`config.mk`:
```
export PLATFORM = sky130hd
export DESIGN_NAME = uart_rx
export DESIGN_NICKNAME = d
export VERILOG_FILES = /design/src/rtl/uart_rx.sv
export SDC_FILE = /design/constraint.sdc
export NUM_CORES = 1
export LEC_CHECK = 0
export BUFFER_PORTS_ARGS = -buffer_cell sky130_fd_sc_hd__buf_2
export CAP_MARGIN = 30
export CORE_ASPECT_RATIO = 2
export CORE_MARGIN = 2
export CORE_UTILIZATION = 53
export CTS_CLUSTER_SIZE = 20
export DETAILED_ROUTE_END_ITERATION = 10
export PLACE_DENSITY = 0.76
export SYNTH_ARGS = -nofsm -noshare
export SYNTH_HDL_FRONTEND = slang
export SYNTH_SLANG_ARGS = --single-unit
```
`constraint.sdc`:
```
create_clock -name clk -period 1.67 [get_ports clk]
set_clock_uncertainty 0.1 [all_clocks]
set_input_delay 0.167 -clock clk [delete_from_list [all_inputs] [get_ports clk]]
set_output_delay 0.167 -clock clk [all_outputs]
set_load 0.05 [all_outputs]
```
`src/rtl/uart_rx.sv`:
```
// uart_rx: 8-bit UART receiver with centre sampling, 8N1 by default.
// Define UART_RX_PARITY_EN to receive 8E1 frames with a parity check.
module uart_rx #(
  parameter int CLK_FREQ  = 50000000,
  parameter int BAUD_RATE = 9600
) (
  input  logic       clk,
  input  logic       rst,
  input  logic       rx,
  output logic [7:0] rx_data,
  output logic       rx_valid,
  output logic       frame_err,
  output logic       parity_err,
  output logic       busy
);

  localparam int CPB = CLK_FREQ / BAUD_RATE;
  localparam int CW  = $clog2(CPB);
  localparam logic [CW-1:0] HALF_END = CW'(CPB / 2 - 1);
  localparam logic [CW-1:0] BIT_END  = CW'(CPB - 1);

  typedef enum logic [2:0] {
    IDLE, START, DATA, PARITY, STOP, WAIT_HIGH
  } state_t;

  state_t        state_q, state_d;
  logic [CW-1:0] cnt_q, cnt_d;
  logic [2:0]    idx_q, idx_d;
  logic [7:0]    shift_q, shift_d;
  logic [7:0]    data_q, data_d;
  logic          valid_q, valid_d;
  logic          ferr_q, ferr_d;
  logic [1:0]    sync_q;
  logic          rx_s;

  assign rx_s = sync_q[1];

  // Synchronizer resets high so a reset never fakes a start edge.
  always_ff @(posedge clk or posedge rst) begin
    if (rst) sync_q <= 2'b11;
    else     sync_q <= {sync_q[0], rx};
  end

`ifdef UART_RX_PARITY_EN
  logic par_q, par_d;
  logic perr_q, perr_d;

  always_ff @(posedge clk or posedge rst) begin
    if (rst) begin
      par_q  <= 1'b0;
      perr_q <= 1'b0;
    end else begin
      par_q  <= par_d;
      perr_q <= perr_d;
    end
  end

  assign parity_err = perr_q;
`else
  assign parity_err = 1'b0;
`endif

  always_ff @(posedge clk or posedge rst) begin
    if (rst) begin
      state_q <= IDLE;
      cnt_q   <= '0;
      idx_q   <= '0;
      shift_q <= '0;
      data_q  <= '0;
      valid_q <= 1'b0;
      ferr_q  <= 1'b0;
    end else begin
      state_q <= state_d;
      cnt_q   <= cnt_d;
      idx_q   <= idx_d;
      shift_q <= shift_d;
      data_q  <= data_d;
      valid_q <= valid_d;
      ferr_q  <= ferr_d;
    end
  end

  always_comb begin
    state_d = state_q;
    cnt_d   = cnt_q;
    idx_d   = idx_q;
    shift_d = shift_q;
    data_d  = data_q;
    valid_d = 1'b0;
    ferr_d  = 1'b0;
`ifdef UART_RX_PARITY_EN
    par_d   = par_q;
    perr_d  = 1'b0;
`endif
    unique case (state_q)
      IDLE: begin
        cnt_d = '0;
        idx_d = '0;
        if (!rx_s) state_d = START;
      end
      START: begin
        if (cnt_q == HALF_END) begin
          cnt_d   = '0;
          state_d = rx_s ? IDLE : DATA;
        end else begin
          cnt_d = cnt_q + 1'b1;
        end
      end
      DATA: begin
        if (cnt_q == BIT_END) begin
          cnt_d   = '0;
          shift_d = {rx_s, shift_q[7:1]};
          idx_d   = idx_q + 3'd1;
          if (idx_q == 3'd7) begin
`ifdef UART_RX_PARITY_EN
            state_d = PARITY;
`else
            state_d = STOP;
`endif
          end
        end else begin
          cnt_d = cnt_q + 1'b1;
        end
      end
      PARITY: begin
`ifdef UART_RX_PARITY_EN
        if (cnt_q == BIT_END) begin
          cnt_d   = '0;
          par_d   = rx_s;
          state_d = STOP;
        end else begin
          cnt_d = cnt_q + 1'b1;
        end
`else
        state_d = IDLE;
`endif
      end
      STOP: begin
        if (cnt_q == BIT_END) begin
          cnt_d = '0;
`ifdef UART_RX_PARITY_EN
          perr_d = ^{shift_q, par_q};
`endif
          if (rx_s) begin
            data_d  = shift_q;
            valid_d = 1'b1;
            state_d = IDLE;
          end else begin
            ferr_d  = 1'b1;
            state_d = WAIT_HIGH;
          end
        end else begin
          cnt_d = cnt_q + 1'b1;
        end
      end
      WAIT_HIGH: begin
        cnt_d = '0;
        if (rx_s) state_d = IDLE;
      end
      default: state_d = IDLE;
    endcase
  end

  always_comb begin
    busy      = (state_q != IDLE);
    rx_data   = data_q;
    rx_valid  = valid_q;
    frame_err = ferr_q;
  end

endmodule
```
### Word-level counts from Yosys, hierarchy flattened

Index checks and enable logic that the tools add are counted.

| storage, ports and cells | value |
|---|---|
| register bits after elaboration | 39 |
| output and inout port bits | 12 |
| bits of input ports | 3 |

| cells by class | value |
|---|---|
| muxes and demuxes | 20 |
| add/sub/neg operators | 2 |
| equality and inequality tests | 13 |
| reductions and logical operators | 10 |

Operators by type and width:

| kind | count |
|---|---|
| $pmux W13 S3 | 1 |
| $mux W13 | 2 |
| $mux W3 | 8 |
| $pmux W3 S5 | 1 |
| $add A13 B1 Y13 const B | 1 |
| $eq A13 B12 Y1 const B | 1 |
| $eq A13 B13 Y1 const B | 1 |
| $ne A2 B2 Y1 const B | 6 |
| $eq A3 B3 Y1 const B | 3 |
| $mux W1 | 6 |
| $pmux W3 S2 | 1 |
| $reduce_and A6 Y1 | 1 |
| $reduce_bool A3 Y1 | 2 |
| $reduce_and A2 Y1 | 2 |
| $reduce_or A2 Y1 | 2 |
| $add A3 B1 Y3 const B | 1 |
| $eq A3 B1 Y1 const B | 1 |
| $eq A3 B2 Y1 const B | 1 |
| $logic_not A3 Y1 | 1 |
| $reduce_and A3 Y1 | 1 |
| $mux W2 | 1 |
| $reduce_bool A2 Y1 | 1 |

### Longest topological paths before layout

Gate-level depths: netlist of the first run.

| logic depth | value |
|---|---|
| depth after elaboration | 4 |
| mapped depth | 7 |
| depth with buffers taken out | 6 |

### Least setup slack after synthesis of the first run

No wires, ideal clock.

| path | value |
|---|---|
| path kind | register to register |
| from | reg cnt_q[0] |
| to | reg shift_q[0] |
| setup time | 125 ps |
| path buffers | 1 |
| stages on the path, launching flop included | 7 |
| arrival time | 1601 ps |
| setup slack | -157 ps |
| clock period less this slack | 1827 ps |
| path through | dfrtp_1 -> ha_1 -> and4bb_2 -> and3_2 -> nand3_4 -> buf_6 -> mux2_4 |

| on the way | value |
|---|---|
| longest elaborated chain between the ends | 2 |

Ends and longest elaborated chain:

| item | line | RTL |
|---|---|---|
| start, declared | 27 | `logic [CW-1:0] cnt_q, cnt_d;` |
| start signal, assigned | 74 | `cnt_q <= cnt_d;` |
| $eq A13 B13 Y1 | 110 | `if (cnt_q == BIT_END) begin` |
| $reduce_and A2 Y1 (no line) | -- |  |
| end signal, assigned | 76 | `shift_q <= shift_d;` |
| end, declared | 29 | `logic [7:0] shift_q, shift_d;` |

No other way between the ends.
A chain may end at the register's enable or synchronous reset.

### Worst setup path after layout of the first run

| path | value |
|---|---|
| from | reg cnt_q[0] |
| to | reg shift_q[3] |

The elaborated chain is that of the path after synthesis.

==> results.yml, run 1 <==
synth:
  ys_types: 47
  ys_warn_count: 0
  synth_edf_count: 0
  async_flop_share_pct: 100
  synth_ff_type: "dfrtp_1"
  syn_inst: 162
  netlist_area_um2: 1900
  avgSynthCellArea_um2: 11.7
  ys_seq_area_share_pct: 51.5
  ys_ff_latch: 39
  syn-num-nets: 168
critical_path:
  worst-path-max-fanout: 5
  critPathKind: "reg2reg"
  arrival_ps: 1940
  required_ps: 1740
  end_kind: "flip-flop"
  crit_path_start_kind: "flip-flop"
global_route:
  grtUsageTotal_pct: 25.2
  grt_pass1_wl_um: 7370
  grt-ovfl-total: 0
  grt_pass1_vias: 1584
  grt_max_degree: 33
  antenna_found_initial: 0
finish:
  fillCellCount: 201
  layout-drive-gt1-share_pct: 50.5
  utilization_pct: 76.3
  antenna_cells: 0
  nets: 225
  area_growth_pct: 37.3
floorplanning:
  dieArea_um2: 4110
  core_area_um2: 3420
  start_util_pct: 55.6
  num_rows: 30
  ios: 15
  fp.dieH_um: 88.7
  die_w_um: 46.3
power_and_ir_drop:
  switching_power_mw: 0.331
  seqPwrFrac_pct: 60.4
  power_density_nw_per_um2: 607
  p_sw_share_pct: 20.9
  clkPwrFrac_pct: 37.4
  intPower_mw: 1.25
  vdd_drop_max_v: 0.000493
  combPwrFrac_pct: 2.2
  total_power_mw: 1.58
  p_leak_nw: 1.25
clocking:
  clk_pin_slew_ps: 70
  cts_tree: "built"
  numCtsBuffers: 5
  clock_latency_ps: 280
  cts_root_buf: "clkbuf_8"
  h-tree-depth: 2
  cts_buffer_depth: 2
  cts_sinks: 39
timing:
  rsz0062_at_grt: "true"
  fin_setup_tns_ps: -3970
  slew_headroom_pct: 62.0
  tightestPinTransition_ps: 568
  fmax_mhz: 534
  finalSetupViolations: 34
  hold_violations: 0
  maxSlewViolCount: 0
  fin_ws_ps: -202
  finalCriticalPeriod_ps: 1870
  hold_slack_ps: 258
  fin_crit_sh_pct: 112
hold_path:
  hold_class: "reg2reg"
detailed_routing:
  firstDrtPassIters: 4
  wire_per_inst_um: 18.6
  drt-vias-per-instance: 5.83
  drcViolationCount: 0
  drtIter0Drc: 45
  wl_um: 4980
  antenna_left: 0
  vias: 1563
job:
  cap_viol_max_count: 0
status:
  violations: "setup timing"
  run_status: "finished, violations left"
place:
  portBuffers: 13
  gp_congestion: 0.860
  dp_slack_ps: -224
  hpwl_um: 2940
-- per-layer routing --
layer,track usage (%),routed length [um]
met1,24.5,1700
met3,3.47,193
met4,12.2,167
met5,0,0
met2,47.9,2930
-- sequential cells by signal, summed over array words and instances (netlist names) --
signal     flops
state_q        3
idx_q          3
sync_q         2
shift_q        8
cnt_q         13
rx_data        8
frame_err      1
rx_valid       1
-- critical path, cell delays in order, from the launching register on --
cell and delay [ps]:
dfrtp_1 370, ha_2 190, and4bb_2 270, and3_4 290, nand3_4 180, mux2_4 350
-- path summary, 6_finish.rpt --
| check | startpoint | end | slack, ps | depth (start not counted) |
|---|---|---|---|---|
| min reg2reg | sync_q[0] | sync_q[1] | 260 | 0 |
| max | cnt_q[0] | shift_q[3] | -200 | 5 |
| min in group asynchronous | rst | shift_q[2] | 290 | 3 |
| max in group asynchronous | rst | sync_q[0] | 650 | 4 |
| min | sync_q[0] | sync_q[1] | 260 | 0 |
| max reg2reg | cnt_q[0] | shift_q[3] | -200 | 5 |
-- timing repair --
action / CTS / global route
hold buffers: 2 / 0
endpoints found under the setup margin: 35 / 36
endpoints found under the hold margin: 8 / 0
setup buffers: 7 / 3
resized for setup: 28 / 14
cloned: 2 / 1
pin swaps: 6 / 6
-- Yosys cell counts (all sizes together), types with 3 or more instances --
library cell / n / share of area, %
a22o: 7 / 3.5
and3: 6 / 2.1
buf: 7 / 3.0
dfrtp: 37 / 49
ha: 3 / 2.0
inv: 7 / 1.4
mux2: 16 / 10
nand2: 3 / 0.59
nand3: 10 / 3.6
nand4: 3 / 0.99
nor2: 7 / 1.4
nor2b: 4 / 1.3
nor3: 3 / 0.79
o21a: 3 / 1.2
o21ai: 14 / 3.7
-- cell usage in the layout, fill, tap and decap left out, types with 4 or more instances in the layout --
cell type  synthesis  final
buf_6              3      5
and3_1             4      4
dfrtp_1           37     36
nand3_2            1      5
buf_4              1     32
clkbuf_8           0      5
o21ai_1            4     10
mux2_2            12     12
nand3_4            1      4
buf_2              3     12
inv_1              7      7
nor2_1             7      5
mux2_4             4      4
-- final cells by class --
type	count	area (um^2)	share of cell area, %
multi-input combinational	112	1030	39.4
sequential	39	980	37.6
timing repair buffer	54	432	16.6
clock buffer	7	76.3	2.93
tap	48	60.1	2.30
inverter	7	26.3	1.01
clock inverter	1	5.00	0.192
-- power by group through the flow --
stage | combinational, mW | clock [mW] | sequential [mW]
3_5_place_dp | 0.0316 | 0 | 0.970
2_1_floorplan | 0.0207 | 0 | 0.968
3_3_place_gp | 0.0312 | 0 | 0.970
5_1_grt | 0.0394 | 0.656 | 0.954
6_report | 0.0348 | 0.592 | 0.955
4_1_cts | 0.0355 | 0.606 | 0.953
-- per-stage QoR --
step | std cells | cell area [um^2]
floorplan | 162 | 1920
global placement | 245 | 2230
detailed placement | 245 | 2230
CTS | 264 | 2510
global route | 268 | 2610
finish | 268 | 2610
-- kinds of logic after synthesis --
group           count (synthesis)  synth area share [%]
fa+ha+maj                       3                  1.98
compound gates                 39                  14.7
simple gates                   50                  17.0
other cells                     1                 0.197
mux                            16                  10.3
buf+inv                        14                  4.35
flops                          39                  51.5
(Power assumes the default switching activity.)
==> inputs of run 2 (changes only) <==
CORE_UTILIZATION = 55   (was 53)
PLACE_DENSITY = 0.75   (was 0.76)
SETUP_SLACK_MARGIN = 0.02   (was not set)
clock period = 2.07 ns   (was 1.67 ns; I/O delays follow)
==> results.yml, run 2 (synthesis gave the netlist of run 1 again) <==
status:
  run_status: "finished, final reports clean"
critical_path:
  reg2reg_slack_ps: 110
  worst-path-max-fanout: 7
  reg2reg_depth: 7
  critPathKind: "reg2reg"
  rr_startpoint: "cnt_q[1]"
  slowest_stage: "dfrtp_1"
  crit_path_start_kind: "flip-flop"
  r2r-end: "cnt_q[4]"
  arrival_ps: 2040
  required_ps: 2150
  max_stage_delay_ps: 390
  worstPathCellList: "ha_2, nor2b_1, nand4_1, a22oi_2, buf_4, o21ai_1, a22o_2"
  end_kind: "flip-flop"
detailed_routing:
  antenna_left: 0
  drt-vias-per-instance: 6.21
  drtIter0Drc: 38
  vias: 1367
  wire_per_inst_um: 16.8
  wl_um: 3700
  drcViolationCount: 0
  firstDrtPassIters: 4
timing:
  hold_violations: 0
  fin_ws_ps: 110
  finalSetupViolations: 0
  fin_setup_tns_ps: 0
  maxSlewViolCount: 0
  rsz0062_at_grt: "false"
  fmax_mhz: 510
  fin_crit_sh_pct: 94.7
  finalCriticalPeriod_ps: 1960
finish:
  nets: 193
  layout_commonest_cell: "dfrtp_1"
  utilization_pct: 64.2
  fillCellCount: 271
  layout_common_cells: "dfrtp_1, buf_2, mux2_2"
  antenna_cells: 0
  area_growth_pct: 13.0
  largest_register_ff_count: 13
  layout-drive-gt1-share_pct: 34.0
  largest-register: "cnt_q"
clocking:
  clock_latency_ps: 290
  cts_root_buf: "clkbuf_8"
  cts_sinks: 39
  h-tree-depth: 2
  cts_buffer_depth: 2
  numCtsBuffers: 5
  cts_tree: "built"
  clk_pin_slew_ps: 80
hold_path:
  min_path_cells: 0
  hold_class: "reg2reg"
  hold_end: "sync_q[1]"
  min-delay-start: "sync_q[0]"
global_route:
  grt_pass1_wl_um: 6140
  antenna_found_initial: 0
  grt-ovfl-total: 0
  grt_pass1_vias: 1403
  grt_max_degree: 21
  grtUsageTotal_pct: 21.0
job:
  cap_viol_max_count: 0
floorplanning:
  start_util_pct: 56.9
  dieArea_um2: 3970
  ios: 15
  num_rows: 30
  die_w_um: 45.6
  core_area_um2: 3340
  fp.dieH_um: 87.1
power_and_ir_drop:
  power_density_nw_per_um2: 602
  vdd_drop_max_v: 0.000560
  p_leak_nw: 1.06
place:
  dp_slack_ps: 76.2
  gp_congestion: 0.919
  hpwl_um: 2670
  portBuffers: 13
==> run 2: timing repair <==
action / in CTS / in global routing
resized for setup: 0 / 3
hold buffers: 2 / 0
setup endpoints to repair: 0 / 16
setup buffers: 0 / 2
hold endpoints to repair: 38 / 0
==> run 2: metrics by stage <==
step           area (um^2)  hold WS (ps)  total power, mW  cells
2_1_floorplan         1900           111            0.798    162
3_3_place_gp          2010           153            0.806    208
3_5_place_dp          2010           175            0.807    208
4_1_cts               2120           259             1.31    218
5_1_grt               2150           263             1.34    220
6_report              2150           258             1.29    220
==> run 2: worst max path at each step <==
stage                 end  startpoint  slack, ps
3_5_place_dp     cnt_q[6]    cnt_q[0]         80
3_3_place_gp     cnt_q[4]    cnt_q[0]        150
2_1_floorplan  shift_q[0]    cnt_q[0]        240
4_1_cts          cnt_q[4]    cnt_q[0]         70
6_report         cnt_q[4]    cnt_q[1]        110
5_1_grt          cnt_q[4]   cnt_q[11]         30
==> run 2: cell type report <==
cell class	count	area (um^2)	share of cell area, %
flip-flops and latches	39	978	45.6
multi-input cells	109	852	39.7
repair buffers	25	160	7.46
clock buffers	5	68.8	3.21
well taps	32	40.0	1.87
inverters	7	26.3	1.22
clock inverters	3	20.0	0.933
==> run 2: routing by layer <==
| metal | global-route usage, % | vias up | part of all wire (%) |
|---|---|---|---|
| met4 | 12.0 | 0 | 2.9 |
| met5 | 0 | - | 0 |
| met3 | 3.94 | 9 | 2.0 |
| met1 | 21.3 | 692 | 38 |
| li1 | - | 646 | - |
| met2 | 37.4 | 20 | 57 |
==> run 2: critical path, delay by kind of cell, from the launching register on <==
kind | cells | cell delay [ps]
flops | 1 | 390
compound gates | 3 | 510
simple gates | 2 | 430
buf+inv | 1 | 190
fa+ha+maj | 1 | 230
==> run 2: power by group <==
part	total (mW)	internal, mW	switching (mW)
Sequential	0.767	0.765	0.00221
Clock	0.498	0.234	0.264
Combinational	0.0263	0.00651	0.0198
==> inputs of run 3 (changes only) <==
PLACE_DENSITY = 0.74   (was 0.75)
==> results.yml, run 3 (synthesis gave the netlist of run 1 again) <==
clocking:
  cts_sinks: 39
  clock_latency_ps: 290
  numCtsBuffers: 5
  cts_buffer_depth: 2
  cts_root_buf: "clkbuf_8"
  clk_pin_slew_ps: 70
  h-tree-depth: 2
  cts_tree: "built"
finish:
  layout-drive-gt1-share_pct: 33.0
  register_area_um2: 978
  layout_commonest_cell: "dfrtp_1"
  instances_no_fill: 220
  fin_area_um2: 2170
  nets: 193
  utilization_pct: 64.9
  antenna_cells: 0
  area_growth_pct: 14.1
  largest-register: "cnt_q"
  largest_register_ff_count: 13
  multiInputGateArea_um2: 850
  fillCellCount: 260
  layout_common_cells: "dfrtp_1, buf_2, mux2_2"
job:
  cap_viol_max_count: 0
timing:
  maxSlewViolCount: 0
  hold_violations: 0
  finalSetupViolations: 0
  fin_setup_tns_ps: 0
  fin_crit_sh_pct: 94.8
  rsz0062_at_grt: "true"
  fin_ws_ps: 108
  fmax_mhz: 510
  finalCriticalPeriod_ps: 1960
floorplanning:
  core_area_um2: 3340
  num_rows: 30
  dieArea_um2: 3970
  die_w_um: 45.6
  ios: 15
  fp.dieH_um: 87.1
  start_util_pct: 56.9
detailed_routing:
  drt-vias-per-instance: 6.20
  vias: 1365
  firstDrtPassIters: 4
  drtIter0Drc: 37
  wl_um: 3810
  drcViolationCount: 0
  antenna_left: 0
  wire_per_inst_um: 17.3
place:
  place_inst: 207
  placed_area_um2: 2000
  gp_congestion: 0.941
  portBuffers: 13
  hpwl_um: 2780
  dp_slack_ps: 107
global_route:
  grt_pass1_vias: 1351
  grt-ovfl-total: 0
  grt_pass1_wl_um: 6100
  antenna_found_initial: 0
  grtUsageTotal_pct: 21.3
  grt_max_degree: 22
critical_path:
  slowest_stage: "dfrtp_1"
  worstPathCellList: "ha_2, and4bb_2, nand3_1, a22oi_2, buf_4, o21ai_0, a22o_2"
  crit_path_start_kind: "flip-flop"
  required_ps: 2150
  worst-path-buf-inv: 1
  end_kind: "flip-flop"
  critPathKind: "reg2reg"
  max_stage_delay_ps: 400
  cp_top_family: "compound AO/OA/AOI/OAI gates"
  arrival_ps: 2040
  worst-path-max-fanout: 5
power_and_ir_drop:
  power_density_nw_per_um2: 656
  vdd_drop_max_v: 0.000438
  p_leak_nw: 1.08
status:
  run_status: "finished, final reports clean"
hold_path:
  hold_class: "reg2reg"
-- run 3: through the flow --
stage | hold WS, ps | total power [mW]
3_5_place_dp | 155 | 0.807
5_1_grt | 265 | 1.47
4_1_cts | 262 | 1.44
6_report | 259 | 1.42
3_3_place_gp | 145 | 0.805
2_1_floorplan | 111 | 0.798
-- run 3: path summary, 6_finish.rpt --
check,from,end,slack (ps),cells after the start
min in group asynchronous,rst,rx_data[4],380,4
setup / recovery,cnt_q[1],cnt_q[8],110,7
max in group asynchronous,rst,sync_q[1],1230,4
setup reg to reg,cnt_q[1],cnt_q[8],110,7
hold reg to reg,sync_q[0],sync_q[1],260,0
hold / removal,sync_q[0],sync_q[1],260,0
-- run 3: layer usage --
| metal | wire length, um | GRT usage (%) | up-vias | share of wire, % |
|---|---|---|---|---|
| li1 | - | - | 647 | - |
| met1 | 1380 | 20.7 | 661 | 36 |
| met2 | 2190 | 39.6 | 42 | 57 |
| met3 | 110 | 3.73 | 15 | 2.9 |
| met4 | 134 | 11.0 | 0 | 3.5 |
| met5 | 0 | 0 | - | 0 |
-- run 3: what timing repair did --
action | CTS | global route
gates resized for setup | 0 | 2
setup buffers | 0 | 3
hold buffers | 2 | 0
endpoints found under the setup margin | 0 | 8
endpoints found under the hold margin | 38 | 0
-- run 3: report_power, final --
group / internal [mW] / total [mW] / switching, mW
logic: 0.00651 / 0.0257 / 0.0192
registers: 0.765 / 0.768 / 0.00257
clock network: 0.359 / 0.628 / 0.269
total: 1.13 / 1.42 / 0.291
-- run 3: cell type report --
type                       count  share of cell area [%]
multi-input combinational    109                    39.2
timing repair buffer          25                    7.39
tap                           32                    1.85
sequential                    39                    45.2
clock buffer                   5                    3.18
inverter                       7                    1.21
clock inverter                 3                    2.02
